`src/rtl/rgb_pwm_fader.sv`:
```
// Three-channel LED PWM driver that fades each duty linearly toward a latched target.
// Define RGB_PWM_GAMMA_EN to pass duties through an approximate gamma-2.0 curve.

module rgb_pwm_fader_chan #(
    parameter bit JUMP = 1'b0
) (
    input  logic       clk,
    input  logic       rst,
    input  logic       valid,
    input  logic       step,
    input  logic       wrap,
    input  logic [7:0] din,
    input  logic [7:0] cnt,
    output logic       pend,
    output logic       pwm
);
    logic [7:0] tgt;
    logic [7:0] cur;
    logic [7:0] sh;
    logic [7:0] cur_nx;
    logic [7:0] tgt_nx;
    logic [7:0] duty;

    // A step always works against the target held before this edge.
    always_comb begin
        cur_nx = cur;
        if (step) begin
            if (JUMP)
                cur_nx = tgt;
            else if (cur < tgt)
                cur_nx = cur + 8'd1;
            else if (cur > tgt)
                cur_nx = cur - 8'd1;
        end
    end

    assign tgt_nx = valid ? din : tgt;
    assign pend   = (cur_nx != tgt_nx);

`ifdef RGB_PWM_GAMMA_EN
    logic [15:0] sq;
    assign sq   = {8'd0, cur_nx} * {8'd0, cur_nx} + {8'd0, cur_nx};
    assign duty = sq[15:8];
`else
    assign duty = cur_nx;
`endif

    // Shadow loads only at the period boundary so a period never changes duty mid-way.
    always_ff @(posedge clk) begin
        if (rst) begin
            tgt <= '0;
            cur <= '0;
            sh  <= '0;
            pwm <= 1'b0;
        end else begin
            tgt <= tgt_nx;
            cur <= cur_nx;
            if (wrap)
                sh <= duty;
            pwm <= (cnt < sh);
        end
    end
endmodule

module rgb_pwm_fader #(
    parameter int CLK_DIV  = 4,
    parameter int FADE_DIV = 2
) (
    input  logic       i_clk,
    input  logic       i_rst,
    input  logic [7:0] i_red,
    input  logic [7:0] i_green,
    input  logic [7:0] i_blue,
    input  logic       i_valid,
    output logic       o_pwm_r,
    output logic       o_pwm_g,
    output logic       o_pwm_b,
    output logic       o_busy,
    output logic       o_period
);
    localparam int PW = (CLK_DIV > 1) ? $clog2(CLK_DIV) : 1;
    localparam int FW = (FADE_DIV > 1) ? $clog2(FADE_DIV) : 1;
    localparam logic [PW-1:0] PLAST = PW'(CLK_DIV - 1);
    localparam logic [FW-1:0] FLAST = (FADE_DIV > 0) ? FW'(FADE_DIV - 1) : '0;

    typedef enum logic {IDLE, FADING} state_t;

    state_t            state;
    state_t            state_nx;
    logic [PW-1:0]     pre;
    logic [7:0]        cnt;
    logic [FW-1:0]     fcnt;
    logic              tick;
    logic              wrap;
    logic              step;
    logic [2:0]        pend;
    logic [2:0]        pwm;
    logic [2:0][7:0]   din;

    assign tick = (pre == PLAST);
    assign wrap = tick && (cnt == 8'd255);
    assign step = (state == FADING) && wrap && ((FADE_DIV == 0) || (fcnt == FLAST));
    assign din  = {i_blue, i_green, i_red};

    always_comb begin
        state_nx = state;
        case (state)
            IDLE:    if (|pend)  state_nx = FADING;
            FADING:  if (!(|pend)) state_nx = IDLE;
            default: state_nx = IDLE;
        endcase
    end

    always_ff @(posedge i_clk) begin
        if (i_rst) begin
            pre      <= '0;
            cnt      <= '0;
            fcnt     <= '0;
            state    <= IDLE;
            o_busy   <= 1'b0;
            o_period <= 1'b0;
        end else begin
            pre      <= tick ? '0 : pre + PW'(1);
            if (tick)
                cnt <= cnt + 8'd1;
            o_period <= wrap;
            state    <= state_nx;
            o_busy   <= (state_nx == FADING);
            // Fade counter only runs while fading and restarts on every entry.
            if (state_nx == IDLE)
                fcnt <= '0;
            else if (state == FADING && wrap)
                fcnt <= (fcnt == FLAST) ? '0 : fcnt + FW'(1);
        end
    end

    for (genvar c = 0; c < 3; c++) begin : g_ch
        rgb_pwm_fader_chan #(.JUMP(FADE_DIV == 0)) u_ch (
            .clk   (i_clk),
            .rst   (i_rst),
            .valid (i_valid),
            .step  (step),
            .wrap  (wrap),
            .din   (din[c]),
            .cnt   (cnt),
            .pend  (pend[c]),
            .pwm   (pwm[c])
        );
    end

    assign o_pwm_r = pwm[0];
    assign o_pwm_g = pwm[1];
    assign o_pwm_b = pwm[2];
endmodule

```
`config.mk`:
```
export PLATFORM = sky130hd
export DESIGN_NAME = rgb_pwm_fader
export DESIGN_NICKNAME = d
export VERILOG_FILES = /design/src/rtl/rgb_pwm_fader.sv
export SDC_FILE = /design/constraint.sdc
export NUM_CORES = 1
export LEC_CHECK = 0
export BUFFER_PORTS_ARGS = -buffer_cell sky130_fd_sc_hd__buf_2
export CAP_MARGIN = 10
export CORE_MARGIN = 2
export CORE_UTILIZATION = 35
export CTS_CLUSTER_SIZE = 12
export DETAILED_ROUTE_END_ITERATION = 8
export SETUP_SLACK_MARGIN = 0.1
export SYNTH_ARGS = -nofsm -noshare
export SYNTH_HDL_FRONTEND = slang
export SYNTH_SLANG_ARGS = --single-unit
```
`constraint.sdc`:
```
create_clock -name i_clk -period 4 [get_ports i_clk]
set_clock_uncertainty 0.2 [all_clocks]
set_input_delay 0.4 -clock i_clk [delete_from_list [all_inputs] [get_ports i_clk]]
set_output_delay 0.4 -clock i_clk [all_outputs]
set_load 0.1 [all_outputs]
```
After elaboration in Yosys (flattened, before gate mapping)
Cells that the tools add are included.
- register bits after elaboration: 88
- logic and storage cells: 61
- add/subtract/negate cells: 9
- $lt $le $gt $ge: 9
- eq/ne operators: 5
- multiplexer cells: 14
- bitwise operators: 1
- reduce and logical (&&, ||, !) cells: 6
- operator list (kind ; number):
    8-bit 2-to-1 mux ; 12
    8-bit < comparator ; 6
    8-bit by 1-bit adder with 8-bit output, second input constant ; 4
    8-bit greater-than comparator ; 3
    8-bit != test ; 3
    8-bit by 1-bit subtractor with 8-bit output, second input constant ; 3
    8-bit equality test, second input constant ; 1
    2-bit OR reduction ; 2
    1-bit logical AND ; 3
    3-bit OR reduction ; 1
    2-bit by 1-bit adder with 2-bit output, second input constant ; 1
    2-bit equality test, second input constant ; 1
    1-bit 2-to-1 mux ; 2
    1-bit adder, second input constant ; 1
    1-bit inverter ; 1

Longest topological paths before layout
Gate-level depths: netlist of run 1.
- word-level depth: 10
- gate-level depth with buffers: 14

Hierarchy
From an unflattened synthesis of run 1, not the netlist that was laid out.
- cells, all modules: 613
- area total of the unflattened synthesis: 5491.5 um^2
- by module, submodules not included (module ; instances ; cells each ; area an instance (um^2) ; sequential area each (um^2)):
    rgb_pwm_fader_chan ; 3 ; 185 ; 1641.6 ; 500.5
    rgb_pwm_fader ; 1 ; 58 ; 566.8 ; 260.2

Worst setup path before layout of run 1
OpenSTA, ideal clock, no wires.
- path type: reg-to-reg
- start: reg state
- end: reg state
- arrival: 2.987 ns
- data required time: 3.668 ns
- slack: 0.680 ns
- stages on the path, launching flop included: 9
- buffers on the path: 1
- period minus slack after synthesis: 3.320 ns
- path through: dfxtp_1 and2_1 nand3_4 buf_6 o311ai_1 xor2_1 or4_4 nor4_4 a21oi_1
- longest elaborated chain between the ends: 6
- ends and longest elaborated chain (item ; RTL line ; source):
    start: declaration ; 88 ; state_t state;
    start signal: assignment ; 127 ; state <= state_nx;
    1-bit logical AND * (2 in a row) ; 102 ; assign step = (state == FADING) && wrap && ((FADE_DIV == 0) || (fcnt == FLAST));
    8-bit 2-to-1 mux ; 27 ; if (step) begin
    8-bit != test ; 38 ; assign pend = (cur_nx != tgt_nx);
    3-bit OR reduction * ; 108, 109 ;
    1-bit 2-to-1 mux * ; 108, 109 ;
Mark *: on every way between the ends. The rest lies on a longest branch, timed or not.
A chain may end at the register's enable or synchronous reset.

Final worst setup path of run 1
- start: reg g_ch[1].u_ch.cur[3]
- end: reg fcnt
- longest elaborated chain between the ends: 9
- ends and longest elaborated chain (item ; RTL line ; source):
    start: declaration ; 18 ; logic [7:0] cur;
    start signal: assignment ; 57 ; cur <= cur_nx;
    8-bit by 1-bit subtractor with 8-bit output or 8-bit greater-than comparator (tied branches) ; 33, 32 ;
    8-bit 2-to-1 mux ; 32 ; else if (cur > tgt)
    8-bit 2-to-1 mux ; 30 ; else if (cur < tgt)
    8-bit 2-to-1 mux * ; 27 ;
    8-bit != test * ; 38 ;
    3-bit OR reduction * ; 108, 109 ;
    1-bit 2-to-1 mux * ; 108, 109 ;
    1-bit inverter (no source line) * ; -- ;
    2-bit OR reduction (no source line) * ; -- ;
    end signal: assignment ; 133 ; fcnt <= (fcnt == FLAST) ? '0 : fcnt + FW'(1);
    end: declaration ; 92 ; logic [FW-1:0] fcnt;
Marks and branches as above.

==> results_dict.tcl, run 1 <==
set metrics [dict create \
    grt_use_total_pct 17.19 \
    grt_pass1_wl_mm 24.31 \
    r2r_start "g_ch[1].u_ch.cur[3]" \
    whs_endpoint "g_ch[1].u_ch.tgt[4]" \
    finalSetupTns_ns 0 \
    synth_cell_type_count 69 \
    path_clk_slew_ns 0.07 \
    top_layer_used "met4" \
    maxSlewHeadroom_pct 37.03 \
    insertion_delay_ns 0.35 \
    rsz0062_at_grt "false" \
    syn_to_final_growth_pct 11.20 \
    crit_fanout 9 \
    core-area_um2 16470 \
    cpPeakStageDelay_ns 0.57 \
    start_util_pct 35.55 \
    h-tree-depth 3 \
    finalSetupViolCount 0 \
    cp.required_ns 4.03 \
    async_flop_share_pct 0 \
    core.rowCount 47 \
    ys_seq_area_share_pct 30.09 \
    antenna_found_initial 0 \
    dr_wl_met3_um 633 \
    max_cap_viol_count 0 \
    drt-total-wl_mm 14.68 \
    cts_buffer_depth 2 \
    first_pass_iters 4 \
    ios 32 \
    via_count 4949 \
    final-hold-violation-count 0 \
    cts_tree "built" \
    die_h_um 133.3 \
    synth_area_per_cell_um2 8.340 \
    cp.arrival_ns 3.57 \
    fin_nets 800 \
    p_total_uw 2021 \
    drtIter0Drc 310 \
    hp-start "i_green[4]" \
    powerDensity_nw_per_um2 310.4 \
    antenna_cells 0 \
    crit_path_frequent_cell "a21oi_1" \
    synth-main-ff-cell "dfxtp_1" \
    slew_viol_final 0 \
    synth-seq-cells 88 \
    synth_area_um2 5854 \
    worst-setup-path-type "flop to flop" \
    vdd_drop_max_v 0.0001852 \
    min_path_type "primary input to flop" \
    slowest_stage "dfxtp_1" \
    worst_slew_pin_slew_ns 0.9446 \
    endpoint_kind "flop" \
    syn-num-nets 782 \
    wirelength_met1_mm 7.099 \
    ff2ff_setup_slack_ns 0.46 \
    status "complete, no violations" \
    place.gp.congestion 0.9367 \
    worstHoldPathCells 3 \
    critPathBufInv 0 \
    cp_cell_sequence "ha_1, a21oi_1, a21o_1, nand2_1, o311ai_1, xor2_1, or4_4, nor4_4, a21oi_1" \
    period_needed_ns 3.540 \
    vias_per_cell 5.237 \
    nFillCells 1721 \
    drive_gt1_share_pct 10.34 \
    finalWorstSetupSlack_ns 0.4597 \
    place_ws_ns 0.5125 \
    cts_setup_buffers 0 \
    grt_start_max_net_pins 49 \
    cts_made_buffers 9 \
    fmax_mhz 282.5 \
    r2r_cells 9 \
    portBuffers 31 \
    hpwlAfterDp_mm 10.75 \
    ant_nets 0 \
    cp-start-kind "flop" \
    r2r-end "fcnt" \
    synth_edf_count 0 \
    routedWlPerCell_um 15.54 \
    drc 0 \
    grt_pass1_vias 4681 \
    cts_resized 0 \
    cts_hold_buffers 0 \
    wl_met2_mm 6.716 \
    min_period_over_period_pct 88.51 \
    cts_root_buf "clkbuf_16" \
    cellLeakagePower_uw 0.002580 \
    yosys_warnings 0 \
    fin_util_pct 39.54 \
    die_area_um2 17780 \
    die_x_um 133.3 \
    cp_top_family "compound AO/OA/AOI/OAI gates" \
    syn-instance-count 702 \
    cts.sinks 88 \
    grt_overflow 0 \
]
final cells by class:
type,count,area (um^2),area share [%]
Tap cell,220,275.3,4.228
Multi-Input combinational cell,528,3739,57.43
Clock inverter,3,40.04,0.6150
Inverter,53,198.9,3.056
Timing Repair Buffer,40,235.2,3.613
Sequential cell,88,1762,27.06
Clock buffer,13,260.3,3.998
sequential cells by signal, indices dropped and copies added, names as in the netlist:
name	cells
cnt	8
fcnt	1
g_ch.u_ch.cur	24
g_ch.u_ch.pwm	3
g_ch.u_ch.sh	24
g_ch.u_ch.tgt	24
o_period	1
pre	2
state	1
worst max-delay path by stage:
stage	to	from	cells past startpoint	slack, ns
after floorplan	state	state	8	0.68
after global placement	state	g_ch[1].u_ch.cur[1]	10	0.66
after detailed placement	fcnt	g_ch[1].u_ch.cur[1]	10	0.51
after CTS	fcnt	g_ch[1].u_ch.cur[1]	10	0.49
after global routing	fcnt	g_ch[1].u_ch.cur[1]	10	0.21
final	fcnt	g_ch[1].u_ch.cur[3]	9	0.46
metrics by stage:
step / cell area, um^2 / hold slack [ns] / std cells
2_1_floorplan: 5854 / 0.2043 / 702
3_3_place_gp: 6210 / 0.2120 / 929
3_5_place_dp: 6210 / 0.2310 / 929
4_1_cts: 6510 / 0.1049 / 945
5_1_grt: 6510 / 0.1426 / 945
6_report: 6510 / 0.1111 / 945
Yosys cell counts (all sizes together) (2+ instances only):
library cell  number  area share [%]
nor4              15             2.3
dfxtp             88              30
or4                5            0.71
nand2             59             3.8
nor2b             24             2.6
a211oi            11             1.4
o2111ai            4            0.60
or3                6            0.64
xor3               3             1.2
o21ai             26             2.3
and4               3            0.47
a31oi              3            0.32
xor2              17             2.5
mux2i             28             5.0
nand2b             7            0.75
nand3             19             1.8
xnor3              2            0.77
o21a               4            0.51
buf               10             1.2
clkbuf            23             1.5
nor3              16             1.5
nor3b              6            0.85
ha                53              11
nand3b             2            0.26
o211a              4            0.68
nor2              72             4.7
and2               4            0.43
and3               6            0.73
a21o              12             1.5
a21oi             42             3.7
xnor2             26             3.9
a22oi              2            0.26
o211ai             6            0.77
nand4             20             2.1
inv               53             3.4
nor4b              3            0.45
o311a              2            0.34
a31o               2            0.30
worst reg2reg max path, delay by kind of cell (launching register included):
kind            cells  cell delay, ns
simple gates        3            1.06
xor+xnor            1            0.14
fa+ha+maj           1            0.33
flops               1            0.57
compound gates      4            1.12
kinds of logic after synthesis:
family,share of synthesized area (%)
fa+ha+maj,11.33
mux,5.193
buf+inv,6.091
flops,30.09
xor+xnor,8.421
compound gates,14.41
simple gates,24.47
routing by layer:
layer	vias up	GRT usage [%]
met4	0	5.792
met1	2302	23.77
met2	113	27.43
met3	15	2.626
met5	-	0
li1	2519	-
power breakdown:
group          switching, uW  total (uW)  internal, uW
logic                    146         233          87.0
registers               9.84         904           895
clock network            366         883           517
layout by cell type, fill, tap and decap left out, types with 5 or more instances in the layout:
master and count:
dfxtp_1 88, nor2_1 70, nand2_1 58, inv_1 53, ha_1 53, a21oi_1 41, buf_2 31, mux2i_1 27
xnor2_1 26, nor2b_1 24, o21ai_0 21, nand4_1 20, nand3_1 18, xor2_1 17, nor3_1 14, a21o_1 12
nor4_1 11, a211oi_1 11, clkbuf_16 9, buf_4 8, nand2b_1 7, o211ai_1 6, or3_1 6, and3_1 5
nor3b_1 5
(Power assumes the default switching activity.)
==> run 2, diff against run 1 <==
Settings changed: RECOVER_POWER set to 100.
==> run 2 against run 1 <==
The run now ends with max-capacitance violations, max-slew violations left. Power fell by 0.24%. Core utilization fell by 0.19 points. Design area fell by 0.48%. Global-route usage did not move. Maximum frequency fell by 1.1%. Critical path type unchanged.
==> results_dict.tcl, run 2 (synthesis results as in run 1) <==
set metrics [dict create \
    grt_overflow 0 \
    powerDensity_nw_per_um2 311.2 \
    hpwlAfterDp_mm 10.75 \
    portBuffers 31 \
    finalSetupViolCount 0 \
    place.gp.congestion 0.9367 \
    core-area_um2 16470 \
    status "finished, violations left" \
    finalSetupTns_ns 0 \
    largest_registers "g_ch.u_ch.cur: 24 flops, g_ch.u_ch.sh: 24 flops, g_ch.u_ch.tgt: 24 flops" \
    antenna_found_initial 0 \
    cellLeakagePower_uw 0.002550 \
    cts.sinks 88 \
    insertion_delay_ns 0.36 \
    cp.required_ns 4.00 \
    worst_slew_pin_slew_ns 2.168 \
    fin_util_pct 39.35 \
    min_path_type "primary input to flop" \
    vias_per_cell 5.220 \
    antenna_cells 0 \
    grt_pass1_wl_mm 24.31 \
    drive_gt1_share_pct 9.103 \
    drt-total-wl_mm 14.71 \
    ios 32 \
    start_util_pct 35.55 \
    maxSlewHeadroom_pct -44.50 \
    cts_root_buf "clkbuf_16" \
    h-tree-depth 3 \
    routedWlPerCell_um 15.57 \
    ant_nets 0 \
    final_cell_mix "dfxtp_1 (88), nor2_1 (70), nand2_1 (58)" \
    grt_pass1_vias 4681 \
    die_h_um 133.3 \
    cts_hold_buffers 0 \
    cp-start-kind "flop" \
    violations "max-capacitance violations, max-slew violations" \
    syn_to_final_growth_pct 10.66 \
    min_period_over_period_pct 89.49 \
    period_needed_ns 3.580 \
    via_count 4933 \
    worst-setup-path-type "flop to flop" \
    endpoint_kind "flop" \
    cts_buffer_depth 2 \
    die_x_um 133.3 \
    path_clk_slew_ns 0.07 \
    crit_fanout 9 \
    slew_viol_final 49 \
    cp.arrival_ns 3.58 \
    final_common_cell "dfxtp_1" \
    cts_made_buffers 9 \
    max_cap_viol_count 1 \
    die_area_um2 17780 \
    drtIter0Drc 294 \
    grt_start_max_net_pins 49 \
    fin_nets 800 \
    rsz0062_at_grt "false" \
    core.rowCount 47 \
    vdd_drop_max_v 0.0001846 \
    cts_resized 0 \
    cts_tree "built" \
    grt_use_total_pct 17.19 \
    first_pass_iters 5 \
    final-hold-violation-count 0 \
    fmax_mhz 279.4 \
    drc 0 \
    cts_setup_buffers 0 \
]
run 2: cell count changes in the layout (fill, tap and decap cells not counted), sizes merged:
cell and change:
clkbuf +7, buf -7
run 2: path summary, 6_finish.rpt:
kind / slack, ns / cells after the start / end / from
worst max-delay path: 0.42 / 10 / state / g_ch[1].u_ch.cur[1]
worst min-delay path: 0.11 / 3 / g_ch[1].u_ch.tgt[4] / i_green[4]
worst max register to register: 0.42 / 10 / state / g_ch[1].u_ch.cur[1]
worst min register to register: 0.24 / 1 / pre[0] / pre[0]
run 2: final cells by class:
cell class | count | area (um^2)
inverter | 53 | 198.9
multi-input combinational | 528 | 3730
timing repair buffer | 40 | 212.7
tap | 220 | 275.3
clock inverter | 3 | 40.04
clock buffer | 13 | 260.3
fill | 1726 | 9987
sequential | 88 | 1762
run 2: report_power, final:
| group | switching, uW | internal [uW] |
|---|---|---|
| registers | 9.87 | 895 |
| clock network | 366 | 517 |
| logic | 145 | 83.8 |
| total | 520 | 1500 |
run 2: routing by layer:
layer	routed length, um	global-route usage (%)	vias up
li1	-	-	2517
met1	7184	23.77	2279
met2	6669	27.43	118
met3	603	2.626	19
met4	255	5.792	0
met5	0	0	-
run 2: critical path, cell delays in order, from the launching register on:
cell and delay [ns]:
dfxtp_1 0.48, ha_1 0.29, nor2b_1 0.13, o211ai_1 0.24, a21o_1 0.24, nand2_1 0.20, o311ai_1 0.53, xor2_1 0.12
or4_1 0.58, nor4_4 0.31, a21oi_1 0.09
run 2: through the flow:
step / hold slack (ns) / total power (uW) / area [um^2] / instances / setup WS (ns)
2_1_floorplan: 0.2043 / 1093 / 5854 / 702 / 0.6802
3_3_place_gp: 0.2120 / 1156 / 6210 / 929 / 0.6550
3_5_place_dp: 0.2310 / 1157 / 6210 / 929 / 0.5125
4_1_cts: 0.1049 / 2041 / 6510 / 945 / 0.4922
5_1_grt: 0.1426 / 2098 / 6479 / 945 / 0.1460
6_report: 0.1104 / 2016 / 6479 / 945 / 0.4204
==> run 3, diff against run 2 <==
Settings changed: REMOVE_ABC_BUFFERS set to 1.
==> run 3 against run 2 <==
The flow still finishes with violations (max-capacitance violations, max-slew violations). Sequential share of layout area is 0.079 points higher. Power is 1.2% higher. Combinational power about the same. Worst hold slack improved by 0.0055 ns. Sequential power is essentially flat. Via count fell by 0.30%. Largest cell class unchanged. Highest routed layer unchanged.
==> results_dict.tcl, run 3 (synthesis results as in run 1) <==
set metrics [dict create \
    slowest_stage "dfxtp_1" \
    cts_root_buf "clkbuf_16" \
    core-area_um2 16470 \
    powerDensity_nw_per_um2 315.8 \
    vias_per_cell 5.204 \
    cp-start-kind "flop" \
    max_cap_viol_count 1 \
    grt_util_met1_pct 24.29 \
    critPathBufInv 0 \
    met3_usage_pct 4.566 \
    maxSlewHeadroom_pct -0.6715 \
    die_area_um2 17780 \
    ant_nets 0 \
    r2r-end "state" \
    cp_cell_sequence "ha_1, nor2b_1, o211a_1, o21ai_0, nand2_1, mux2i_1, nor2_2, or4_4, nor4_2, a21oi_1" \
    cts_made_buffers 9 \
    violations "max-capacitance violations, max-slew violations" \
    period_needed_ns 3.548 \
    min_period_over_period_pct 88.70 \
    place.gp.congestion 0.9260 \
    rsz0062_at_grt "false" \
    worst-setup-path-type "flop to flop" \
    fin_util_pct 39.23 \
    routedWlPerCell_um 15.41 \
    whs_endpoint "g_ch[2].u_ch.tgt[3]" \
    slew_viol_final 36 \
    cellLeakagePower_uw 0.002535 \
    p_total_uw 2040 \
    hpwlAfterDp_mm 10.96 \
    final_cell_mix "dfxtp_1 (88), nor2_1 (70), nand2_1 (58)" \
    cts_buffer_depth 2 \
    final_common_cell "dfxtp_1" \
    cp.arrival_ns 3.59 \
    min_path_type "primary input to flop" \
    busiest_layer "met2" \
    grt_pass1_vias 4641 \
    hp-start "i_blue[3]" \
    path_clk_slew_ns 0.07 \
    r2r_cells 10 \
    finalSetupViolCount 0 \
    via_count 4918 \
    final_cells 945 \
    drive_gt1_share_pct 8.966 \
    drt-total-wl_mm 14.56 \
    die_h_um 133.3 \
    grt_overflow 0 \
    ios 32 \
    syn_to_final_growth_pct 10.34 \
    fmax_mhz 281.9 \
    worst_slew_pin_slew_ns 1.510 \
    core.rowCount 47 \
    cpPeakStageDelay_ns 0.50 \
    final-hold-violation-count 0 \
    cts_setup_buffers 0 \
    endpoint_kind "flop" \
    crit_fanout 10 \
    cts_resized 0 \
    start_util_pct 35.55 \
    grt_pass1_wl_mm 24.15 \
    grt_start_max_net_pins 36 \
    h-tree-depth 3 \
    die_x_um 133.3 \
    r2r_start "g_ch[0].u_ch.cur[1]" \
    antenna_cells 0 \
    ff2ff_setup_slack_ns 0.45 \
    cts_hold_buffers 0 \
    fin_nets 800 \
    cts_tree "built" \
    status "finished, violations left" \
    portBuffers 31 \
    drc 0 \
    vdd_drop_max_v 0.0002179 \
    cp.required_ns 4.04 \
    finalSetupTns_ns 0 \
    grt_use_total_pct 17.14 \
    worstHoldPathCells 3 \
    drtIter0Drc 462 \
    cts.sinks 88 \
    largest_registers "g_ch.u_ch.cur: 24 flops, g_ch.u_ch.sh: 24 flops, g_ch.u_ch.tgt: 24 flops" \
    cp_top_family "simple AND/OR/NAND/NOR gates" \
    first_pass_iters 5 \
    place_inst 929 \
    grt_use_met2_pct 26.23 \
    antenna_found_initial 0 \
    insertion_delay_ns 0.36 \
]
## run 3: layout make-up
| class | instances | area (um^2) |
|---|---|---|
| inverters | 53 | 198.9 |
| well taps | 220 | 275.3 |
| clock buffers | 9 | 225.2 |
| multi-input cells | 528 | 3709 |
| repair buffers | 40 | 206.4 |
| clock inverters | 7 | 83.83 |
| flip-flops and latches | 88 | 1762 |
| fillers | 1768 | 10010 |
## run 3: tightest hold or removal path: cells and delay by family
family | cells | cell delay, ns
buffers and inverters | 1 | 0.07
multiplexers | 1 | 0.09
AND/OR/NAND/NOR | 1 | 0.09
## run 3: per-stage QoR
stage               cell area [um^2]  setup WS [ns]  hold slack, ns
floorplan                       5697         0.6634          0.2003
global placement                6197         0.6817          0.2115
detailed placement              6197         0.5142          0.2267
CTS                             6506         0.4993          0.1127
global route                    6460         0.1436          0.1252
finish                          6460         0.4522          0.1160
## run 3: how the worst max path moves through the flow
stage                                   start    end  slack, ns  depth (start not counted)
after floorplan                         state   fcnt       0.66                          7
after global placement    g_ch[1].u_ch.cur[1]  state       0.68                         10
after detailed placement  g_ch[1].u_ch.cur[3]  state       0.51                          9
after CTS                 g_ch[1].u_ch.cur[3]  state       0.50                          9
after global routing      g_ch[1].u_ch.cur[1]  state       0.14                         10
final                     g_ch[0].u_ch.cur[1]  state       0.45                         10
## run 3: metal layers
metal,share of wire (%),vias to the layer above
li1,-,2511
met1,50,2266
met2,44,126
met3,5.3,15
met4,1.2,0
met5,0,-
## run 3: report_power, final
group	internal (uW)	switching, uW
clock network	498	411
registers	894	9.96
logic	84.2	143
total	1480	564
